### src/rtl/mult_share_ctrl.sv
// mult_share_ctrl
// Shares one combinational 16x16 multiplier (33-bit product) among NREQ
// requesters. A round-robin arbiter accepts one operand pair, the operands
// are held in registers for SETTLE cycles while the multiplier tree
// resolves, then the product is captured and returned to the owner.
//
// Optional feature: define MULT_SHARE_ZERO_BYPASS_EN so that a zero operand
// skips the settle wait and returns a zero product one cycle after accept.
module mult_share_ctrl #(
    parameter int NREQ   = 4,
    parameter int SETTLE = 3
) (
    input  logic                 clk,
    input  logic                 rst,
    input  logic [NREQ-1:0]      req_valid,
    input  logic [16*NREQ-1:0]   req_a,
    input  logic [16*NREQ-1:0]   req_b,
    output logic [NREQ-1:0]      req_ready,
    output logic [15:0]          mul_a,
    output logic [15:0]          mul_b,
    input  logic [32:0]          mul_c,
    output logic [NREQ-1:0]      rsp_valid,
    output logic [32:0]          rsp_data,
    input  logic [NREQ-1:0]      rsp_ready,
    output logic                 busy
);

    localparam int IDX_W = (NREQ > 1) ? $clog2(NREQ) : 1;
    localparam int CNT_W = (SETTLE > 1) ? $clog2(SETTLE) : 1;

    localparam logic [1:0] S_IDLE = 2'd0;
    localparam logic [1:0] S_WAIT = 2'd1;
    localparam logic [1:0] S_RESP = 2'd2;

    localparam logic [NREQ-1:0]  ONE_HOT0   = NREQ'(1);
    localparam logic [IDX_W-1:0] LAST_RESET = IDX_W'(NREQ - 1);
    localparam logic [CNT_W-1:0] CNT_LOAD   = CNT_W'(SETTLE - 1);

    logic [1:0]       state_q,      state_d;
    logic [IDX_W-1:0] last_grant_q, last_grant_d;
    logic [IDX_W-1:0] owner_q,      owner_d;
    logic [CNT_W-1:0] cnt_q,        cnt_d;
    logic [15:0]      mul_a_q,      mul_a_d;
    logic [15:0]      mul_b_q,      mul_b_d;
    logic [32:0]      rsp_data_q,   rsp_data_d;

    logic             any_valid;
    logic [IDX_W-1:0] winner;
    logic [IDX_W-1:0] idx_v;
    logic [15:0]      win_a;
    logic [15:0]      win_b;

    // Round-robin search: first valid requester at or after last_grant+1, with wrap.
    always_comb begin
        // NOTE: every signal assigned in a combinational block gets a default
        // first, so no path leaves it unassigned and no latch is inferred.
        any_valid = 1'b0;
        winner    = last_grant_q;
        idx_v     = '0;
        for (int k = 1; k <= NREQ; k++) begin
            idx_v = IDX_W'((int'(last_grant_q) + k) % NREQ);
            if (!any_valid && req_valid[idx_v]) begin
                any_valid = 1'b1;
                winner    = idx_v;
            end
        end
    end

    // Operand mux selecting the winner's packed multiplicand and multiplier.
    always_comb begin
        win_a = '0;
        win_b = '0;
        for (int i = 0; i < NREQ; i++) begin
            if (winner == IDX_W'(i)) begin
                win_a = req_a[i*16 +: 16];
                win_b = req_b[i*16 +: 16];
            end
        end
    end

    // Sequencer: accept in IDLE, hold operands through WAIT, present result in RESP.
    always_comb begin
        state_d      = state_q;
        last_grant_d = last_grant_q;
        owner_d      = owner_q;
        cnt_d        = cnt_q;
        mul_a_d      = mul_a_q;
        mul_b_d      = mul_b_q;
        rsp_data_d   = rsp_data_q;
        case (state_q)
            S_IDLE: begin
                if (any_valid) begin
                    mul_a_d      = win_a;
                    mul_b_d      = win_b;
                    owner_d      = winner;
                    last_grant_d = winner;
                    cnt_d        = CNT_LOAD;
                    state_d      = S_WAIT;
`ifdef MULT_SHARE_ZERO_BYPASS_EN
                    // A zero operand has a known product; skip the settle wait.
                    if ((win_a == 16'h0) || (win_b == 16'h0)) begin
                        rsp_data_d = '0;
                        cnt_d      = '0;
                        state_d    = S_RESP;
                    end
`endif
                end
            end
            S_WAIT: begin
                if (cnt_q == '0) begin
                    rsp_data_d = mul_c;
                    state_d    = S_RESP;
                end else begin
                    cnt_d = cnt_q - CNT_W'(1);
                end
            end
            S_RESP: begin
                // Only the owner's acceptance completes the transaction.
                if (rsp_ready[owner_q]) begin
                    state_d = S_IDLE;
                end
            end
            default: begin
                state_d = S_IDLE;
            end
        endcase
    end

    // State registers with synchronous active-high reset taking priority.
    always_ff @(posedge clk) begin
        // NOTE: sequential state uses non-blocking assignments so every
        // register samples the pre-edge values of the others.
        if (rst) begin
            state_q      <= S_IDLE;
            last_grant_q <= LAST_RESET;
            owner_q      <= '0;
            cnt_q        <= '0;
            mul_a_q      <= '0;
            mul_b_q      <= '0;
            rsp_data_q   <= '0;
        end else begin
            state_q      <= state_d;
            last_grant_q <= last_grant_d;
            owner_q      <= owner_d;
            cnt_q        <= cnt_d;
            mul_a_q      <= mul_a_d;
            mul_b_q      <= mul_b_d;
            rsp_data_q   <= rsp_data_d;
        end
    end

    assign req_ready = (state_q == S_IDLE && any_valid) ? (ONE_HOT0 << winner) : '0;
    assign rsp_valid = (state_q == S_RESP) ? (ONE_HOT0 << owner_q) : '0;
    assign busy      = (state_q != S_IDLE);
    assign mul_a     = mul_a_q;
    assign mul_b     = mul_b_q;
    assign rsp_data  = rsp_data_q;

endmodule

### config.mk
export PLATFORM = sky130hd
export DESIGN_NAME = mult_share_ctrl
export DESIGN_NICKNAME = d
export VERILOG_FILES = /design/src/rtl/mult_share_ctrl.sv
export SDC_FILE = /design/constraint.sdc
export NUM_CORES = 1
export LEC_CHECK = 0
export ABC_CLOCK_PERIOD_IN_PS = 3550
export BUFFER_PORTS_ARGS = -buffer_cell sky130_fd_sc_hd__clkbuf_2
export CAP_MARGIN = 10
export CORE_AREA = 2 2 96 98
export DETAILED_ROUTE_END_ITERATION = 10
export DIE_AREA = 0 0 98 100
export GPL_TIMING_DRIVEN = 0
export HOLD_SLACK_MARGIN = 0.05
export PLACE_DENSITY = 0.88
export SETUP_SLACK_MARGIN = 0.5
export SLEW_MARGIN = 15
export SYNTH_ARGS = -nofsm -noshare
export SYNTH_HDL_FRONTEND = slang
export SYNTH_SLANG_ARGS = --single-unit
### constraint.sdc
create_clock -name clk -period 3.55 [get_ports clk]
set_input_delay 0.355 -clock clk [delete_from_list [all_inputs] [get_ports clk]]
set_output_delay 0.355 -clock clk [all_outputs]
set_load 0.02 [all_outputs]
==> impl_results.md <==
- Worst vdd ir: 293 uV
- Via Count: 4500
- Std cell rows: 35
- Ports: 245
- Crit-path cells: buf_2, nand2b_1, a21oi_1, nor3_2, nand2_1, buf_2, nor2_1, clkbuf_2
- CP bufs+invs: 3
- Top-area cell type share of the netlist area: 39.5%
- # setup viols final: 0
- RR Endpoint: mul_a[7]
- Root Buffer: clkbuf_8
- Post-DR wirelength/cell: 17.2 um
- YS warnings: 0
- CP max-delay cell: nor3_2
- Static leakage: 2.46 nW
- Metal-1 WL: 5350 um
- GR Overflow Total: 0
- Die area: 9800 um^2
- First-pass GRT wire length: 21100 um
- Post-CTS Resized: 0
- Max incr delay on CP: 0.44 ns
- DR vias/cell: 5.58
- DP Wirelength: 10700 um
- Synthesized Nets: 609
- Initial Util: 41.6%
- CTS tree: done
- Clk_skew: 0.0158 ns
- DR WL met2: 6940 um
- Tot Pwr: 2.95 mW
- Initial DRC count: 203
- Routed wire length: 13900 um
- Async set-reset flop share out of synthesis: 0%
- Final worst path period need: 2.62 ns
- Synth-to-Final Area Change: 41.6%
- Met3 WL: 1220 um
- R2r startpoint: state_q[0]
- Most frequent CP cell: buf_2
- Die width: 98 um
- Post-CTS setup buffers: 0
- Fmax: 381 MHz
- Final nets: 863
- Reg2Reg Depth: 5
- CTS Hold Buffers Added: 0
- GPL Wtd Cong: 0.872
- H-tree level count: 3
- Power Dens Cells: 563 nW/um^2
- Post-route design area: 5240 um^2
- Core Footprint: 8890 um^2
- Top cells by count, synth: 86 x nand2_1, 73 x dfxtp_1, 38 x a21oi_1
- EDFF count, synth: 0
- Worst Path Class, Setup: flip-flop to output pin
- Top-count cell post-synth: nand2_1
- Fin crit share: 73.8%
- Port Buf Inserts: 243
- # DRC: 0
- Chip height: 100 um
- Initial antenna violation count: 0
- CP Capture Type: output pin
- Biggest area consumer among synthesized cells: dfxtp_1
- Worst slew margin: 44.9%
- Pre-antenna DRT Iters: 6
- Setup TNS: 0 ns
- Crit-path leading delay family: simple AND/OR/NAND/NOR gates
- Worst EP required: 3.19 ns
- Worst Tran Pin Value: 0.823 ns
- TritonCTS Buffers: 9
- Clk sinks: 73
- Worst skew pair latency: 0.35 ns
- Library cells used by synthesis: 47
- Critical Path AT: 2.27 ns
- Fin. Hold Viols: 0
- Longest Clk Path Bufs: 2
- Ratio of cells with drive above 1 in the final layout: 40.8%
- Seq cells post-synth: 73
- Sequential area share after synthesis: 39.5%
- Setup crit start kind: flip-flop
- Synthesized area: 3700 um^2
- GRT Total Usage: 26.9%
- Top Layer Used: met4
- CP startpoint: last_grant_q[1]
- Crit-path max FO: 10
- Worst-path clk slew: 0.09 ns
- Top cells by area, synth: dfxtp_1 40%, nand2_1 8.7%, o32ai_1 5.9%
- Largest net degree at the start of global routing: 16
- Unrepaired setup endpoints after global routing: false
- Worst hold slack: 0.209 ns
- Post-route antenna net violation count: 0
- Slew Limit Fails: 0
- Placed inst area: 5050 um^2
- Max-cap viol count: 0
- Vias in the first global route: 4361
- Worst Setup EP: req_ready[2]
- Mean Syn Cell Area: 8.46 um^2
- Synth Flop Type: dfxtp_1
- R2r setup slk: 1.26 ns
- Cells after synthesis: 437
- Worst min path class: input pin to flip-flop
- Outcome: complete, no violations
- N_diodes: 0
- Crit. path cell count: 8
## area by class of cell
type                            instances  area [um^2]
Buffer                                 39          203
Multi-Input combinational cell        320         2010
Inverter                                5         18.8
Clock inverter                          7         60.1
Tap cell                              111          139
Timing Repair Buffer                  243         1220
Sequential cell                        73         1460
Fill cell                             801         3650
Clock buffer                            9          124
## worst min path at each step
stage | from | end | cells after the start
after floorplan | cnt_q[0] | cnt_q[0] | 2
after global placement | mul_b[8] | mul_b[8] | 2
after detailed placement | rsp_data[23] | rsp_data[23] | 2
after CTS | mul_c[15] | rsp_data[15] | 3
final | mul_c[32] | rsp_data[32] | 3
after global routing | mul_c[3] | rsp_data[3] | 3
## stage by stage
stage               std cells  util, %  setup slack, ns
global placement          791     56.8             1.22
global route              807     58.9            0.760
CTS                       807     58.9            0.938
finish                    807     58.9            0.928
floorplan                 437        -             1.50
detailed placement        791     56.8             1.20
## worst reg2reg max path: cells and delay by family (launching register included)
family / cells / cell delay (ns)
flops: 1 / 0.37
compound gates: 1 / 0.37
simple gates: 4 / 1.47
## routing by layer
layer / global-route usage [%] / up-vias
met1: 31.0 / 2041
met3: 5.64 / 45
met2: 48.4 / 281
met4: 11.5 / 0
met5: 0 / -
li1: - / 2133
## cell usage in the layout, fill, tap and decap left out, drive strengths merged, types with 2 or more instances in the layout
cell	instances
a211oi	2
a21o	2
a21oi	39
a221oi	19
a22oi	6
a2bb2oi	7
a31oi	2
and2	3
buf	20
clkbuf	271
clkinvlp	3
dfxtp	73
inv	9
mux2i	19
nand2	87
nand2b	4
nor2	23
nor3	19
nor3b	3
nor4b	3
o21ai	5
o21bai	24
o221ai	8
o31ai	7
o32ai	25
or3	2
## state kept, by name, summed over array words and instances, names as in the netlist
| register | cells |
|---|---|
| rsp_data | 33 |
| last_grant_q | 2 |
| mul_b | 16 |
| owner_q | 2 |
| cnt_q | 2 |
| state_q | 2 |
| mul_a | 16 |
## kinds of logic after synthesis
logic type | count (synthesis) | synth area share (%)
compound gates | 147 | 29.3
buf+inv | 44 | 5.99
flops | 73 | 39.5
mux | 20 | 5.75
simple gates | 152 | 19.1
fa+ha+maj | 1 | 0.338
## report_power, final
part | internal, mW | total (mW) | switching (mW)
clock network | 0.266 | 0.626 | 0.361
registers | 0.968 | 1.06 | 0.0951
logic | 0.479 | 1.26 | 0.779
(Power assumes the default switching activity.)
